File: config.mk
export PLATFORM = sky130hd
export DESIGN_NAME = ray_tracing_array
export DESIGN_NICKNAME = d
export VERILOG_FILES = /design/src/rtl/ray_tracing_array.sv
export SDC_FILE = /design/constraint.sdc
export NUM_CORES = 1
export LEC_CHECK = 0
export CAP_MARGIN = 30
export CORE_ASPECT_RATIO = 1.2
export CORE_MARGIN = 2
export CORE_UTILIZATION = 50
export DETAILED_ROUTE_END_ITERATION = 10
export PLACE_DENSITY = 0.83
export SYNTH_ARGS = -nofsm -noshare
export SYNTH_HDL_FRONTEND = slang
export SYNTH_SLANG_ARGS = --single-unit
File: constraint.sdc
create_clock -name clk -period 11.5 [get_ports clk]
set_clock_uncertainty 0.05 [all_clocks]
set_input_delay 1.725 -clock clk [delete_from_list [all_inputs] [get_ports clk]]
set_output_delay 1.725 -clock clk [all_outputs]
set_load 0.005 [all_outputs]
File: src/rtl/ray_tracing_array.sv
// Multi-lane frame sequencer: dispatches raster-order pixel jobs round-robin to ray lanes
// and collects their colours back in the same order onto a single registered pixel stream.
module ray_tracing_array #(
  parameter int NUM_LANES = 4,
  parameter int COORD_W   = 13,
  parameter int COLOR_W   = 8
) (
  input  logic                           clk,
  input  logic                           reset,
  input  logic                           start,
  input  logic [COORD_W-1:0]             image_width,
  input  logic [COORD_W-1:0]             image_height,
  output logic                           busy,
  output logic                           frame_done,
  output logic [NUM_LANES-1:0]           lane_req_valid,
  input  logic [NUM_LANES-1:0]           lane_req_ready,
  output logic [COORD_W-1:0]             lane_req_x,
  output logic [COORD_W-1:0]             lane_req_y,
  input  logic [NUM_LANES-1:0]           lane_rsp_valid,
  input  logic [NUM_LANES*3*COLOR_W-1:0] lane_rsp_rgb,
  output logic [NUM_LANES-1:0]           lane_rsp_ready,
  output logic                           pix_valid,
  input  logic                           pix_ready,
  output logic [COORD_W-1:0]             pix_x,
  output logic [COORD_W-1:0]             pix_y,
  output logic [COLOR_W-1:0]             pix_r,
  output logic [COLOR_W-1:0]             pix_g,
  output logic [COLOR_W-1:0]             pix_b,
  output logic                           pix_last,
  output logic [1:0]                     dbg_state
);

  // Handshakes: a transfer happens on a rising edge where valid and ready are both high;
  // a valid, once raised, holds itself and its payload until that transfer.

  localparam int PW    = (NUM_LANES > 1) ? $clog2(NUM_LANES) : 1;
  localparam int RGB_W = 3 * COLOR_W;
  localparam logic [PW-1:0] LAST_LANE = PW'(NUM_LANES - 1);

  typedef enum logic [1:0] {
    IDLE  = 2'd0,
    RUN   = 2'd1,
    DRAIN = 2'd2,
    DONE  = 2'd3
  } state_t;

  state_t state, state_nxt;

  logic [COORD_W-1:0]   w_m1, h_m1;
  logic [COORD_W-1:0]   dx, dy, cx, cy;
  logic [PW-1:0]        dp, cp;
  logic [NUM_LANES-1:0] lane_busy, busy_set, busy_clr;
  logic [RGB_W-1:0]     sel_rgb;
  logic                 collecting, out_free, req_fire, acc_fire, pix_fire;
  logic                 dx_last, dy_last, cx_last, cy_last, zero_dim;

  assign collecting = (state == RUN) || (state == DRAIN);
  assign out_free   = !pix_valid || pix_ready;
  assign req_fire   = |(lane_req_valid & lane_req_ready);
  assign acc_fire   = |(lane_rsp_valid & lane_rsp_ready);
  assign pix_fire   = pix_valid && pix_ready;
  assign dx_last    = (dx == w_m1);
  assign dy_last    = (dy == h_m1);
  assign cx_last    = (cx == w_m1);
  assign cy_last    = (cy == h_m1);
  assign zero_dim   = (image_width == '0) || (image_height == '0);
  assign sel_rgb    = lane_rsp_rgb[int'(cp) * RGB_W +: RGB_W];

  assign busy       = collecting;
  assign frame_done = (state == DONE);
  assign lane_req_x = dx;
  assign lane_req_y = dy;
  assign dbg_state  = state;

  // Only the collect pointer's lane may hand back a result, which keeps output in raster order.
  always_comb begin
    lane_req_valid = '0;
    lane_rsp_ready = '0;
    if (state == RUN && !lane_busy[dp]) lane_req_valid[dp] = 1'b1;
    if (collecting && lane_busy[cp] && out_free) lane_rsp_ready[cp] = 1'b1;
  end

  always_comb begin
    busy_set = '0;
    busy_clr = '0;
    if (req_fire) busy_set[dp] = 1'b1;
    if (acc_fire) busy_clr[cp] = 1'b1;
  end

  always_comb begin
    state_nxt = state;
    case (state)
      IDLE:    if (start) state_nxt = zero_dim ? DONE : RUN;
      RUN:     if (req_fire && dx_last && dy_last) state_nxt = DRAIN;
      DRAIN:   if (pix_fire && pix_last) state_nxt = DONE;
      DONE:    state_nxt = IDLE;
      default: state_nxt = IDLE;
    endcase
  end

  always_ff @(posedge clk or posedge reset) begin
    if (reset) state <= IDLE;
    else       state <= state_nxt;
  end

  always_ff @(posedge clk or posedge reset) begin
    if (reset) begin
      w_m1      <= '0;
      h_m1      <= '0;
      dx        <= '0;
      dy        <= '0;
      cx        <= '0;
      cy        <= '0;
      dp        <= '0;
      cp        <= '0;
      lane_busy <= '0;
      pix_valid <= 1'b0;
      pix_x     <= '0;
      pix_y     <= '0;
      pix_r     <= '0;
      pix_g     <= '0;
      pix_b     <= '0;
      pix_last  <= 1'b0;
    end else begin
      if (state == IDLE && start) begin
        w_m1 <= image_width - 1'b1;
        h_m1 <= image_height - 1'b1;
        dx   <= '0;
        dy   <= '0;
        cx   <= '0;
        cy   <= '0;
        dp   <= '0;
        cp   <= '0;
      end
      if (req_fire) begin
        dp <= (dp == LAST_LANE) ? '0 : dp + 1'b1;
        if (dx_last) begin
          dx <= '0;
          dy <= dy + 1'b1;
        end else begin
          dx <= dx + 1'b1;
        end
      end
      if (acc_fire) begin
        cp <= (cp == LAST_LANE) ? '0 : cp + 1'b1;
        if (cx_last) begin
          cx <= '0;
          cy <= cy + 1'b1;
        end else begin
          cx <= cx + 1'b1;
        end
      end
      // Set and clear never target the same lane: a busy lane is never offered a job.
      lane_busy <= (lane_busy | busy_set) & ~busy_clr;
      if (acc_fire) begin
        pix_valid <= 1'b1;
        pix_x     <= cx;
        pix_y     <= cy;
        pix_r     <= sel_rgb[3*COLOR_W-1:2*COLOR_W];
        pix_g     <= sel_rgb[2*COLOR_W-1:COLOR_W];
        pix_b     <= sel_rgb[COLOR_W-1:0];
        pix_last  <= cx_last && cy_last;
      end else if (pix_ready) begin
        pix_valid <= 1'b0;
      end
    end
  end

endmodule

# Yosys cells after proc, flatten, opt, wreduce, memory -nomap -nowiden
# Cells that the tools add are included.
[word_totals]
ff_bits = 140
output_inout_bits = 90
[classes]
addsub = 8
n_mul = 1
n_lt_le_gt_ge = 4
n_eq_ne = 12
n_shift = 1
n_mux = 35
n_bitwise = 5
n_reduce_logical = 25
[ops]
columns = ["op", "n"]
rows = [
  ["$mux 13", 11],
  ["$shiftx 96x8->24", 1],
  ["$add 13x1->13 const B", 4],
  ["$eq 13x13->1", 4],
  ["$logic_not 13->1", 2],
  ["$sub 13x1->13 const B", 2],
  ["$mux 2", 9],
  ["$mux 4", 4],
  ["$and 4x4->4", 3],
  ["$logic_and 1x1->1", 11],
  ["$eq 2x2->1 const B", 4],
  ["$pmux 2 s4", 1],
  ["$reduce_or 4->1", 2],
  ["$lt 2x3->1 const B", 2],
  ["$mux 1", 6],
  ["$reduce_bool 2->1", 3],
  ["$add 2x1->2 const B", 2],
  ["$bmux 1 s2", 2],
  ["$demux 1 s2", 2],
  ["$ge 2x1->1 const B", 2],
  ["$mul 2x2->4 const B", 1],
  ["$ne 2x1->1 const B", 2],
  ["$not 4->4", 1],
  ["$or 4x4->4", 1],
  ["other kinds (6)", 9],
]

# Longest topological paths before layout
[depth]
ltp_word = 11
depth_mapped = 12
mapped_depth_nobuf = 8

# Worst setup path before layout
# OpenSTA, ideal clock, no wires.
[synth_path]
path_kind = "input port to output port"
start = "input pix_ready"
end = "output lane_rsp_ready[0]"
arrival_ns = 2.215
setup_slack_ns = 7.510
cell_stages = 3
path_buffers = 0
path_cell_list = "nand2b_1 > and3_4 > and2_1"
[synth_via]
elab_chain_cells = 3
[synth_lines]
columns = ["element", "line_no", "rtl"]
rows = [
  ["start: declaration", "23", "input logic pix_ready,"],
  ["$logic_or 1x1->1", "58", "assign out_free = !pix_valid || pix_ready;"],
  ["$logic_and 1x1->1", "80", "if (collecting && lane_busy[cp] && out_free) lane_rsp_ready[cp] = 1'b1;"],
  ["$mux 4", "80", ""],
  ["end: declaration", "21", "output logic [NUM_LANES-1:0] lane_rsp_ready,"],
]
# No other way between the ends.

# Worst setup path in the final report
[layout_path]
start = "input pix_ready"
end = "output lane_rsp_ready[3]"
# The elaborated chain is that of the path after synthesis.

==> key figures <==
Critical path
  – CP startpoint kind: input pin
  – CP startpoint: pix_ready
  – Worst path depth: 5
  – R2R setup slack: 7.62 ns
  – WP buf/inv: 2
  – Critical path required time: between 9 and 10 ns
  – Reg2reg path depth: 7
  – CP Data Arrival Time: 3.25 ns
  – CP cell instances: clkdlybuf4s50_1 -> nand2b_1 -> and3_4 -> and2_1 -> clkdlybuf4s50_1
  – Crit path max fanout: 6
  – Top cell family by delay on the critical path: buffers and inverters
  – R2r startpoint: cp[0]
  – Crit path capture: lane_rsp_ready[3]
  – Cell mode on critical path: clkdlybuf4s50_1
  – Max stage delay on crit path: 0.51 ns
  – Critical path type: in2out
  – RR Endpoint: cy[6]
  – Crit. End Element: output port
  – Highest-delay cell along the critical path: clkdlybuf4s50_1

Final layout
  – Layout cell share with drive strength beyond 1: 7.82%
  – Commonest cells after routing, fill and taps aside: clkdlybuf4s50_1, nand2_1, dfrtp_1
  – Final instance area: 0.0110 sq mm
  – Ant. Diodes: 0
  – Area grow syn2layout: 37.9%
  – # nets final: 1202
  – Most common cell after layout, fill and taps aside: clkdlybuf4s50_1

Pwr
  – Peak supply drop: approximately 160 uV
  – Power Internal: between 1 and 1.5 mW
  – Reg power frac: 34.9%
  – Clock network fraction of total power: 29.6%
  – Sw power: between 700 and 800 uW
  – Switching share of power: approximately a third
  – Leak: 4.88 nW
  – Power Density: between 150 and 200 mW/mm^2
  – Logic pwr share: between 30% and 40%

Clock tree
  – Clk_lat worst skew: 0.43 ns
  – Cts-stage hold buffer count: 0
  – CTS Buf Count: 17
  – Clock Root Buffer: clkbuf_16
  – # clock sinks: 140
  – H-tree Lvls: 4
  – Clock transition at the registers of the reported paths: 0.06 ns
  – CTS Buffer Depth: 2
  – TritonCTS clock tree: done
  – Post-CTS setup buffer count: 0
  – Cts repair resizes: 0

Die
  – Die area: 0.0170 sq mm
  – Die Height: between 100 and 150 microns
  – Core Area: 0.0156 sq mm
  – FP Rows: 50
  – Width of the chip: 119 microns
  – I/O Pins: roughly 220
  – Starting Density: 51.1%

Place
  – Post-DP Area: 0.0103 sq mm
  – Global placement routability congestion: ~0.88
  – DP HPWL: approximately 17 mm
  – Port Buf Inserts: 223

Timing
  – Final hold vios: 0
  – Max-slew violations: 0
  – Final setup vio count: 0
  – Setup TNS Final: 0 ns
  – F_max: 199 MHz
  – Crit share post-route: around 44%
  – RSZ-0062 raised after global routing: no
  – Worst relative slew slack: roughly 34%
  – Final min period: 5.03 ns
  – Worst-Margin Slew: 0.984 ns

Global routing
  – First-pass GRT wire length: between 30 and 40 mm
  – Pin count of the biggest net entering global routing: 90
  – Total GRT Usage: 28.4%
  – Remaining global-route overflow: 0
  – Initial antenna violation count: 0
  – Vias in the first global route: just over 7000

Logic synthesis
  – Syn. warnings: 0
  – Number of synthesized flops with an enable pin: 0
  – Sequential area share after synthesis: 43.8%
  – Mean Syn Cell Area: 9.49 sq um
  – Top_reg_cell synth: dfrtp_1
  – Mapped cell area: 0.00799 sq mm
  – Syn Nets: 995
  – Yosys cell types: 59
  – Seq cells post-synth: 140
  – FFs w/ async S/R, synth: 100%
  – Cell count after synthesis: between 800 and 900

Route
  – Drt wl/cell: 18.4 microns
  – DRT Pass-1 Iters: 5
  – Vias: 7101
  – Routed vias/inst: 5.59
  – Routed WL: 23.3 mm
  – DRT antenna net count: 0
  – DR iter-0 viols: just under 600
  – DRC Markers: 0

Flow run
  – Max cap viols: 0

Run status
  – Status: complete, no violations

Hold path
  – Hold WC Path Type: reg2reg
-- worst min-delay path by stage --
stage | startpoint | to | slack (ns) | depth (start not counted)
5_1_grt | pix_g[7] | pix_g[7] | 0.45 | 2
2_1_floorplan | pix_b[0] | pix_b[0] | 0.42 | 2
3_3_place_gp | pix_r[1] | pix_r[1] | 0.41 | 2
4_1_cts | pix_g[7] | pix_g[7] | 0.43 | 2
3_5_place_dp | pix_g[7] | pix_g[7] | 0.41 | 2
6_report | pix_y[6] | pix_y[6] | 0.42 | 2
-- worst reg2reg max path, delay by kind of cell (launching register included) --
| family | cells | cell delay, ns |
|---|---|---|
| AOI/OAI and AO/OA | 2 | 0.52 |
| DFF | 1 | 0.95 |
| adders and majority gates | 1 | 0.49 |
| and+or+nand+nor | 4 | 1.76 |
-- power groups by stage --
stage	Combinational, mW	Sequential, mW	Clock (mW)
2_1_floorplan	0.479	0.700	0
3_3_place_gp	0.724	0.753	0
3_5_place_dp	0.760	0.750	0
4_1_cts	0.763	0.744	0.638
5_1_grt	0.836	0.760	0.659
6_report	0.762	0.746	0.632
-- state kept, by name, indices dropped and copies added (netlist names) --
signal	count
pix_b	8
pix_r	8
pix_last	1
pix_g	8
lane_req_y	13
dp	2
lane_req_x	13
pix_valid	1
cx	13
pix_y	13
w_m1	13
lane_busy	4
cy	13
h_m1	13
dbg_state	2
pix_x	13
cp	2
-- cell usage after synthesis, drive strengths merged, types with 15 or more instances --
| master | count | area [sq um] |
|---|---|---|
| nand2 | 220 | 833 |
| xor2 | 40 | 350 |
| nand3 | 30 | 163 |
| nor2 | 28 | 108 |
| dfrtp | 140 | 3500 |
| and3 | 15 | 98.8 |
| clkbuf | 17 | 63.8 |
| o21ai | 51 | 259 |
| inv | 22 | 82.6 |
| nor3 | 20 | 121 |
| a21oi | 21 | 109 |
| buf | 23 | 145 |
| xnor2 | 44 | 385 |
| mux4 | 26 | 586 |
| ha | 19 | 238 |
-- routing by layer --
metal | global-route usage [%] | vias to the layer above | wire length (microns)
met4 | 10.1 | 0 | 571
met1 | 33.0 | 3423 | 8830
met3 | 7.97 | 41 | 1810
met5 | 0 | - | 0
li1 | - | 3332 | -
met2 | 50.5 | 305 | 12100
-- through the flow --
stage / util, % / cells / setup slack, ns / hold slack, ns / power (mW)
6_report: 70.5 / 1270 / 6.47 / 0.421 / 2.14
4_1_cts: 70.5 / 1270 / 6.47 / 0.427 / 2.15
2_1_floorplan: - / 842 / 5.97 / 0.419 / 1.18
3_3_place_gp: 65.9 / 1236 / 6.50 / 0.408 / 1.48
3_5_place_dp: 66.1 / 1238 / 6.49 / 0.412 / 1.51
5_1_grt: 70.5 / 1270 / 6.43 / 0.445 / 2.25
-- layout make-up --
| type | count | area [sq um] |
|---|---|---|
| Inverter | 22 | 87.6 |
| Fill cell | 1186 | 4620 |
| Sequential cell | 140 | 3500 |
| Timing Repair Buffer | 228 | 2290 |
| Clock inverter | 14 | 243 |
| Multi-Input combinational cell | 640 | 4200 |
| Clock buffer | 18 | 439 |
| Tap cell | 208 | 260 |
-- cell families after synthesis --
logic type                 count (synthesis)  share of synthesized area [%]
and+or+nand+nor                          380                           22.4
muxes                                     35                           8.51
xor gates and xnor gates                  84                           9.20
buffers and inverters                     62                           3.65
AOI/OAI and AO/OA                        122                           9.47
adders and majority gates                 19                           2.97
DFF                                      140                           43.8
Note: power is estimated with default switching activity, not from simulation.
